--- config.mk ---
export PLATFORM = sky130hd
export DESIGN_NAME = ntt_bank_mapper_flat
export DESIGN_NICKNAME = d
export VERILOG_FILES = /design/src/rtl/ntt_bank_mapper_if.sv /design/src/rtl/ntt_bank_mapper.sv /design/src/flat_wrapper.sv
export SDC_FILE = /design/constraint.sdc
export NUM_CORES = 1
export LEC_CHECK = 0
export CORE_MARGIN = 2
export CORE_UTILIZATION = 51
export CTS_CLUSTER_DIAMETER = 100
export CTS_CLUSTER_SIZE = 10
export DETAILED_ROUTE_END_ITERATION = 7
export GPL_TIMING_DRIVEN = 0
export HOLD_SLACK_MARGIN = 0.05
export PLACE_DENSITY = 0.8
export SETUP_SLACK_MARGIN = 0.2
export SKIP_CTS_REPAIR_TIMING = 1
export SLEW_MARGIN = 20
export SYNTH_ARGS = -nofsm -noshare
export SYNTH_HDL_FRONTEND = slang
export SYNTH_SLANG_ARGS = --single-unit
--- constraint.sdc ---
create_clock -name clk -period 2.15 [get_ports clk]
set_clock_uncertainty 0.15 [all_clocks]
set_input_delay 0.645 -clock clk [delete_from_list [all_inputs] [get_ports clk]]
set_output_delay 0.645 -clock clk [all_outputs]
set_load 0.05 [all_outputs]
--- src/rtl/ntt_bank_mapper_if.sv ---
// Handshake bundle between the k2 AGU (master) and the bank mapper (slave),
// carrying the index-pair request side and the mapped-pair response side.
interface ntt_bank_mapper_if #(
    parameter int D_WIDTH   = 12,
    parameter int BANK_BITS = 3,
    parameter int ADDR_W    = D_WIDTH - BANK_BITS
);
    logic                 in_valid;
    logic                 in_ready;
    logic [D_WIDTH-1:0]   in_idx0;
    logic [D_WIDTH-1:0]   in_idx1;
    logic                 in_last;

    logic                 out_valid;
    logic                 out_ready;
    logic [BANK_BITS-1:0] out_bank0;
    logic [BANK_BITS-1:0] out_bank1;
    logic [ADDR_W-1:0]    out_addr0;
    logic [ADDR_W-1:0]    out_addr1;
    logic                 out_conflict;
    logic                 out_last;

    modport master (
        output in_valid, in_idx0, in_idx1, in_last, out_ready,
        input  in_ready, out_valid, out_bank0, out_bank1,
               out_addr0, out_addr1, out_conflict, out_last
    );

    modport slave (
        input  in_valid, in_idx0, in_idx1, in_last, out_ready,
        output in_ready, out_valid, out_bank0, out_bank1,
               out_addr0, out_addr1, out_conflict, out_last
    );
endinterface

--- src/rtl/ntt_bank_mapper.sv ---
// Maps butterfly index pairs to digit-sum banks and row addresses, flags same-bank pairs.
// Latency: 2 cycles (S1 partial sums, S2 banks/outputs); backpressure: 2-deep skid via per-stage valids.
// Backpressure: in_ready = !s1_valid || !s2_valid || out_ready; outputs hold while stalled.
module ntt_bank_mapper #(
    parameter int D_WIDTH   = 12,
    parameter int BANK_BITS = 3,
    parameter int ADDR_W    = D_WIDTH - BANK_BITS
) (
    input  logic               clk,
    input  logic               rst_n,
    ntt_bank_mapper_if.slave   bus,
    output logic [D_WIDTH-1:0] pair_cnt,
    output logic [D_WIDTH-1:0] pass_total,
    output logic [D_WIDTH-1:0] conflict_cnt,
    output logic               done
);

    localparam int NDIG  = (D_WIDTH + BANK_BITS - 1) / BANK_BITS;
    localparam int NLO   = NDIG / 2;
    localparam int PAD_W = NDIG * BANK_BITS;
    // Wide enough for NDIG digits that are all ones, so no carry is lost before the modulo.
    localparam int SUM_W = $clog2(NDIG * ((1 << BANK_BITS) - 1) + 1);

    function automatic logic [SUM_W-1:0] digit_sum(input logic [D_WIDTH-1:0] idx,
                                                   input int first_d,
                                                   input int end_d);
        logic [PAD_W-1:0] pad;
        logic [SUM_W-1:0] acc;
        pad = PAD_W'(idx);
        acc = '0;
        for (int d = 0; d < NDIG; d++) begin
            if (d >= first_d && d < end_d) begin
                acc = acc + SUM_W'(pad[d*BANK_BITS +: BANK_BITS]);
            end
        end
        return acc;
    endfunction

    logic                 s1_valid;
    logic                 s1_last;
    logic [ADDR_W-1:0]    s1_addr0;
    logic [ADDR_W-1:0]    s1_addr1;
    logic [SUM_W-1:0]     s1_lo0;
    logic [SUM_W-1:0]     s1_hi0;
    logic [SUM_W-1:0]     s1_lo1;
    logic [SUM_W-1:0]     s1_hi1;

    logic                 s2_valid;
    logic                 s2_last;
    logic                 s2_conflict;
    logic [BANK_BITS-1:0] s2_bank0;
    logic [BANK_BITS-1:0] s2_bank1;
    logic [ADDR_W-1:0]    s2_addr0;
    logic [ADDR_W-1:0]    s2_addr1;

    logic                 s2_adv;
    logic                 s1_adv;
    logic                 in_fire;
    logic                 out_fire;
    logic [BANK_BITS-1:0] bank0_c;
    logic [BANK_BITS-1:0] bank1_c;

    assign s2_adv   = !s2_valid || bus.out_ready;
    assign s1_adv   = s1_valid && s2_adv;
    assign in_fire  = bus.in_valid && bus.in_ready;
    assign out_fire = s2_valid && bus.out_ready;

    assign bus.in_ready = !s1_valid || s2_adv;

    // Both halves fit in SUM_W, so the truncating cast is exactly mod 2^BANK_BITS.
    always_comb begin
        bank0_c = BANK_BITS'(s1_lo0 + s1_hi0);
        bank1_c = BANK_BITS'(s1_lo1 + s1_hi1);
    end

    always_ff @(posedge clk or negedge rst_n) begin
        if (!rst_n) begin
            s1_valid <= 1'b0;
            s1_last  <= 1'b0;
            s1_addr0 <= '0;
            s1_addr1 <= '0;
            s1_lo0   <= '0;
            s1_hi0   <= '0;
            s1_lo1   <= '0;
            s1_hi1   <= '0;
        end else begin
            if (in_fire) begin
                s1_valid <= 1'b1;
            end else if (s1_adv) begin
                s1_valid <= 1'b0;
            end
            if (in_fire) begin
                s1_last  <= bus.in_last;
                s1_addr0 <= ADDR_W'(bus.in_idx0[D_WIDTH-1:BANK_BITS]);
                s1_addr1 <= ADDR_W'(bus.in_idx1[D_WIDTH-1:BANK_BITS]);
                s1_lo0   <= digit_sum(bus.in_idx0, 0, NLO);
                s1_hi0   <= digit_sum(bus.in_idx0, NLO, NDIG);
                s1_lo1   <= digit_sum(bus.in_idx1, 0, NLO);
                s1_hi1   <= digit_sum(bus.in_idx1, NLO, NDIG);
            end
        end
    end

    always_ff @(posedge clk or negedge rst_n) begin
        if (!rst_n) begin
            s2_valid    <= 1'b0;
            s2_last     <= 1'b0;
            s2_conflict <= 1'b0;
            s2_bank0    <= '0;
            s2_bank1    <= '0;
            s2_addr0    <= '0;
            s2_addr1    <= '0;
        end else begin
            if (s1_adv) begin
                s2_valid    <= 1'b1;
                s2_last     <= s1_last;
                s2_conflict <= (bank0_c == bank1_c);
                s2_bank0    <= bank0_c;
                s2_bank1    <= bank1_c;
                s2_addr0    <= s1_addr0;
                s2_addr1    <= s1_addr1;
            end else if (bus.out_ready) begin
                s2_valid <= 1'b0;
            end
        end
    end

    always_comb begin
        bus.out_valid    = s2_valid;
        bus.out_last     = s2_last;
        bus.out_conflict = s2_conflict;
        bus.out_bank0    = s2_bank0;
        bus.out_bank1    = s2_bank1;
        bus.out_addr0    = s2_addr0;
        bus.out_addr1    = s2_addr1;
    end

    // Counting happens only at the output handshake, so a pair entering while
    // the last one leaves is naturally part of the next pass.
    always_ff @(posedge clk or negedge rst_n) begin
        if (!rst_n) begin
            pair_cnt     <= '0;
            pass_total   <= '0;
            conflict_cnt <= '0;
            done         <= 1'b0;
        end else begin
            done <= 1'b0;
            if (out_fire && s2_last) begin
                pass_total   <= pair_cnt + 1'b1;
                pair_cnt     <= '0;
                conflict_cnt <= '0;
                done         <= 1'b1;
            end else if (out_fire) begin
                pair_cnt <= pair_cnt + 1'b1;
                if (s2_conflict && (conflict_cnt != '1)) begin
                    conflict_cnt <= conflict_cnt + 1'b1;
                end
            end
        end
    end

endmodule
--- src/flat_wrapper.sv ---
// flat-port wrapper written by rule: the top's interface ports become plain ports
module ntt_bank_mapper_flat 
#(
    parameter int D_WIDTH   = 12,
    parameter int BANK_BITS = 3,
    parameter int ADDR_W    = D_WIDTH - BANK_BITS
)
  (clk, rst_n, pair_cnt, pass_total, conflict_cnt, done, bus_in_valid, bus_in_idx0, bus_in_idx1, bus_in_last, bus_out_ready, bus_in_ready, bus_out_valid, bus_out_bank0, bus_out_bank1, bus_out_addr0, bus_out_addr1, bus_out_conflict, bus_out_last);
  ntt_bank_mapper_if #(.D_WIDTH(D_WIDTH), .BANK_BITS(BANK_BITS), .ADDR_W(ADDR_W)) bus_i ();
  input  logic clk;
  input  logic rst_n;
  output logic [D_WIDTH-1:0] pair_cnt;
  output logic [D_WIDTH-1:0] pass_total;
  output logic [D_WIDTH-1:0] conflict_cnt;
  output logic done;
  input wire logic [$bits(bus_i.in_valid)-1:0] bus_in_valid;
  input wire logic [$bits(bus_i.in_idx0)-1:0] bus_in_idx0;
  input wire logic [$bits(bus_i.in_idx1)-1:0] bus_in_idx1;
  input wire logic [$bits(bus_i.in_last)-1:0] bus_in_last;
  input wire logic [$bits(bus_i.out_ready)-1:0] bus_out_ready;
  output wire logic [$bits(bus_i.in_ready)-1:0] bus_in_ready;
  output wire logic [$bits(bus_i.out_valid)-1:0] bus_out_valid;
  output wire logic [$bits(bus_i.out_bank0)-1:0] bus_out_bank0;
  output wire logic [$bits(bus_i.out_bank1)-1:0] bus_out_bank1;
  output wire logic [$bits(bus_i.out_addr0)-1:0] bus_out_addr0;
  output wire logic [$bits(bus_i.out_addr1)-1:0] bus_out_addr1;
  output wire logic [$bits(bus_i.out_conflict)-1:0] bus_out_conflict;
  output wire logic [$bits(bus_i.out_last)-1:0] bus_out_last;
  assign bus_i.in_valid = bus_in_valid;
  assign bus_i.in_idx0 = bus_in_idx0;
  assign bus_i.in_idx1 = bus_in_idx1;
  assign bus_i.in_last = bus_in_last;
  assign bus_i.out_ready = bus_out_ready;
  assign bus_in_ready = bus_i.in_ready;
  assign bus_out_valid = bus_i.out_valid;
  assign bus_out_bank0 = bus_i.out_bank0;
  assign bus_out_bank1 = bus_i.out_bank1;
  assign bus_out_addr0 = bus_i.out_addr0;
  assign bus_out_addr1 = bus_i.out_addr1;
  assign bus_out_conflict = bus_i.out_conflict;
  assign bus_out_last = bus_i.out_last;
  ntt_bank_mapper #(.D_WIDTH(D_WIDTH), .BANK_BITS(BANK_BITS), .ADDR_W(ADDR_W)) u_core (.clk(clk), .rst_n(rst_n), .bus(bus_i), .pair_cnt(pair_cnt), .pass_total(pass_total), .conflict_cnt(conflict_cnt), .done(done));
endmodule
Yosys cells after proc, flatten, opt, wreduce, memory -nomap -nowiden

Cells that the tools add are included.

Bits of input ports: 29
Register bits: 96

Add/subtract/negate cells: 8
Multiplexer cells: 14
Equal/unequal tests: 2
Reduce and logical (&&, ||, !) cells: 14

Operators with widths:

| kind                    | number |
|---|---|
| $mux W12                | 5 |
| $add A12 B1 Y12 const B | 2 |
| $add A3 B3 Y3           | 6 |
| $mux W3                 | 4 |
| $ne A12 B12 Y1 const B  | 1 |
| $reduce_bool A2 Y1      | 4 |
| $logic_and A1 B1 Y1     | 5 |
| $mux W1                 | 5 |
| $eq A3 B3 Y1            | 1 |
| $logic_not A1 Y1        | 2 |
| $logic_or A1 B1 Y1      | 2 |
| $reduce_and A2 Y1       | 1 |

Logic depth before layout (Yosys ltp)

Depth in word-level cells: 6
Gate-level depth with buffers: 6

Worst setup path before layout

Ideal clock, no wire load.

Path type: register to register
From: register u_core.s2_valid, in the netlist u_core.bus.out_valid
To: register u_core.s1_addr1[4]
Slack: -0.362 ns
Cell stages (with the launch flop): 5
Data arrival time: 2.237 ns
Setup time: 0.125 ns
Cells stage by stage: dfrtp_1 -> nand3b_1 -> nand2_1 -> buf_2 -> mux2_2

Longest elaborated chain between the ends: 4

RTL lines:

| what                     | line                   | text |
|---|---|---|
| start: declaration       | ntt_bank_mapper.sv:48  | `logic s2_valid;` |
| start signal: assignment | ntt_bank_mapper.sv:106 | `s2_valid <= 1'b0;` |
| start signal: assignment | ntt_bank_mapper.sv:115 | `s2_valid <= 1'b1;` |
| start signal: assignment | ntt_bank_mapper.sv:123 | `s2_valid <= 1'b0;` |
| $logic_not A1 Y1         | ntt_bank_mapper.sv:63  | `assign s2_adv = !s2_valid \|\| bus.out_ready;` |
| $logic_or A1 B1 Y1       | ntt_bank_mapper.sv:63  |  |
| $logic_or A1 B1 Y1       | ntt_bank_mapper.sv:68  | `assign bus.in_ready = !s1_valid \|\| s2_adv;` |
| named net bus_in_ready   | flat_wrapper.sv:21     | `output wire logic [$bits(bus_i.in_ready)-1:0] bus_in_ready;` |
| $logic_and A1 B1 Y1      | ntt_bank_mapper.sv:65  | `assign in_fire = bus.in_valid && bus.in_ready;` |
| end signal: assignment   | ntt_bank_mapper.sv:95  | `s1_addr1 <= ADDR_W'(bus.in_idx1[D_WIDTH-1:BANK_BITS]);` |
| end: declaration         | ntt_bank_mapper.sv:42  | `logic [ADDR_W-1:0] s1_addr1;` |

The timed path passes the listed nets, and every way through them passes these cells.
A chain may end at the register's enable or synchronous reset.

Worst setup path in the final report

From: input bus_out_ready
To: output bus_in_ready

Longest elaborated chain between the ends: 2

RTL lines:

| what               | line                  | text |
|---|---|---|
| start: declaration | flat_wrapper.sv:20    | `input wire logic [$bits(bus_i.out_ready)-1:0] bus_out_ready;` |
| $logic_or A1 B1 Y1 | ntt_bank_mapper.sv:63 |  |
| $logic_or A1 B1 Y1 | ntt_bank_mapper.sv:68 |  |
| end: declaration   | flat_wrapper.sv:21    |  |

No other way between the ends.

==> qor.yml <==
status:
  status: "finished, final reports clean"
clock_network:
  cts_tree: "yes"
  htreeDepth: 3
  clock-sinks: 96
  clk_pin_slew_worst_paths_ns: 0.10
  cts_buffers: 9
  clk_path_buf_depth: 2
  insertion_delay_ns: 0.35
  clockRootBuffer: "clkbuf_8"
grt:
  grt_pass1_wl_um: 15300
  grt_usage_pct: 19.9
  met2_usage_pct: 31.9
  grt_use_met1_pct: 27.2
  top_usage_layer: "met2"
  globalRouteOverflowTotal: 0
  first_global_vias: 3116
  grt_max_degree: 51
  globalRouteMet3Util_pct: 4.60
  antenna_found_initial: 0
critical_path:
  path_class: "input port to output pin"
  arrival_ns: 1.30
  worst_setup_path_start_kind: "input port"
  critical_path.max_fanout: 7
  cp.required_ns: 1.35
  endpoint_kind: "output pin"
placement:
  dp_hpwl_um: 6640
  gp_congestion: 0.828
  dpl_cell_area_sq_um: 5580
  numPortBuffers: 93
  dp.cells: 564
sta:
  rsz0062_at_grt: "true"
  hold_viol: 0
  report.final.setup_viol: 0
  whs_ns: 0.0631
  timing.fmax_ghz: 0.477
  min_period_ns: 2.10
  finalMaxSlewViolations: 0
  slew_headroom_pct: 66.7
  worst_slew_pin_slew_ns: 0.499
  layout_worst_path_cycle_share_pct: 97.5
logic_synthesis:
  netlist.area_leader.share_pct: 54.3
  synth.yosys.seq_area_share_pct: 54.3
  synth_nets: 408
  synthArstFlopShare_pct: 100
  synth_top_flop_cell: "dfrtp_1"
  synth_edf_count: 0
  netlist_instances: 365
  yosysUniqueCellTypes: 45
  yosys_warnings: 0
  postSynthAreaPerCell_sq_um: 12.1
  synth-seq-cells: 96
  yosysTopAreaCell: "dfrtp_1"
  syn-cell-area_sq_um: 4420
  ys_top_cells_by_area: "dfrtp_1 54%, mux2_1 7.9%, mux2_2 5.1%, nand2_1 3.5%, fa_1 2.7%"
min_path:
  hp-class: "input port to asynchronous set/reset pin"
power_and_ir_drop:
  ir_drop_v: 0.000499
  power_density_nw_per_um2: 1020
  power_uw: 5740
  power.leakage_uw: 0.00259
route:
  wire_per_inst_um: 15.8
  drt_iter0_drc: 95
  firstDrtPassIters: 4
  drtAntennaViolNets: 0
  viasPerCell: 5.50
  drt-total-wl_um: 9310
  drc: 0
  vias: 3232
cells_and_area:
  diodes: 0
  layout_common_cells: "86 x dfrtp_1, 51 x clkbuf_2, 40 x nand2_1"
  regArea_sq_um: 2410
  drive_gt1_share_pct: 32.5
  multiInputGateArea_sq_um: 2040
  final_area_sq_um: 5650
  area_growth_pct: 27.8
  fillCellCount: 622
  fin_nets: 521
  fin_cells: 588
  post-route-util_pct: 68.1
  final_common_cell: "dfrtp_1"
die:
  io-pin-count: 94
  core_region_area_sq_um: 8300
  die_h_um: 97.1
  die_area_sq_um: 9430
  start_util_pct: 53.3
  rows: 33
  dieWidth_um: 97.1
job:
  maxCapViolCount: 0
metrics by stage:
stage / setup WS [ns] / setup TNS [ns]
4_1_cts: -0.990 / -17.53
6_report: 0.0530 / 0
5_1_grt: 0.00632 / 0
3_5_place_dp: -0.982 / -26.76
2_1_floorplan: -0.0931 / -1.83
3_3_place_gp: -3.59 / -336.44
per-layer routing:
layer | wire, um | part of all wire [%]
met1 | 4120 | 44
met2 | 4500 | 48
met3 | 588 | 6.3
met4 | 95 | 1.0
met5 | 0 | 0
power breakdown:
part           switching (uW)  internal (uW)  total (uW)
combinational            1450            685        2140
sequential                257           2150        2410
clock                     646            550        1200
total                    2360           3390        5740
logic make-up (layout without fill, tap and decap cells):
group | count (synthesis) | count (layout) | share of synthesized area, %
compound gates | 57 | 57 | 8.12
xor+xnor | 26 | 26 | 5.15
fa+ha+maj | 14 | 14 | 4.98
buf+inv | 19 | 137 | 1.92
flops | 96 | 96 | 54.3
mux | 54 | 54 | 13.7
simple gates | 99 | 99 | 11.9
critical path, cell delays in order:
cell,delay (ns)
dlymetal6s2s_1,0.20
nand3b_1,0.22
clkbuf_4,0.23
sequential cells by signal (all words and copies together) (netlist names), 9 cells and up:
name and cells:
u_core.bus.out_addr0 9, u_core.bus.out_addr1 9, u_core.conflict_cnt 12, u_core.pair_cnt 12, u_core.pass_total 12, u_core.s1_addr0 9, u_core.s1_addr1 9
worst paths after layout:
kind / startpoint / to / slack [ns] / cells after the start
max in group asynchronous: rst_n / u_core.bus.out_valid / 1.18 / 2
setup reg to reg: u_core.s1_hi1[0] / u_core.bus.out_conflict / 0.21 / 6
hold reg to reg: u_core.pass_total[2] / u_core.pass_total[2] / 0.33 / 2
setup / recovery: bus_out_ready / bus_in_ready / 0.05 / 3
min in group clk: u_core.pass_total[2] / u_core.pass_total[2] / 0.33 / 2
hold / removal: rst_n / u_core.conflict_cnt[10] / 0.06 / 1
cells in the mapped netlist, types with 2 or more instances:
cell type,n
dfrtp_1,96
nand2_1,41
mux2_1,31
mux2_2,20
o21ai_1,16
xnor2_1,13
xor2_1,13
o21ai_0,12
clkbuf_1,10
nor2_1,10
nand3_1,9
a21oi_1,8
ha_1,8
o31ai_1,7
and3_1,6
fa_1,6
nand4_1,6
buf_2,5
nand2b_1,5
or4_1,5
and2_1,4
a22o_1,3
mux2i_1,3
and4_1,2
and4_4,2
inv_1,2
nor4_2,2
o21bai_1,2
o41ai_1,2
area by class of cell:
cell class | count | area share, %
inverters | 3 | 0.266
flip-flops and latches | 96 | 42.7
clock inverters | 7 | 1.37
plain buffers | 16 | 1.79
repair buffers | 102 | 13.2
well taps | 105 | 2.33
clock buffers | 9 | 2.19
multi-input cells | 250 | 36.1
Power figures use the tool's default switching activity.
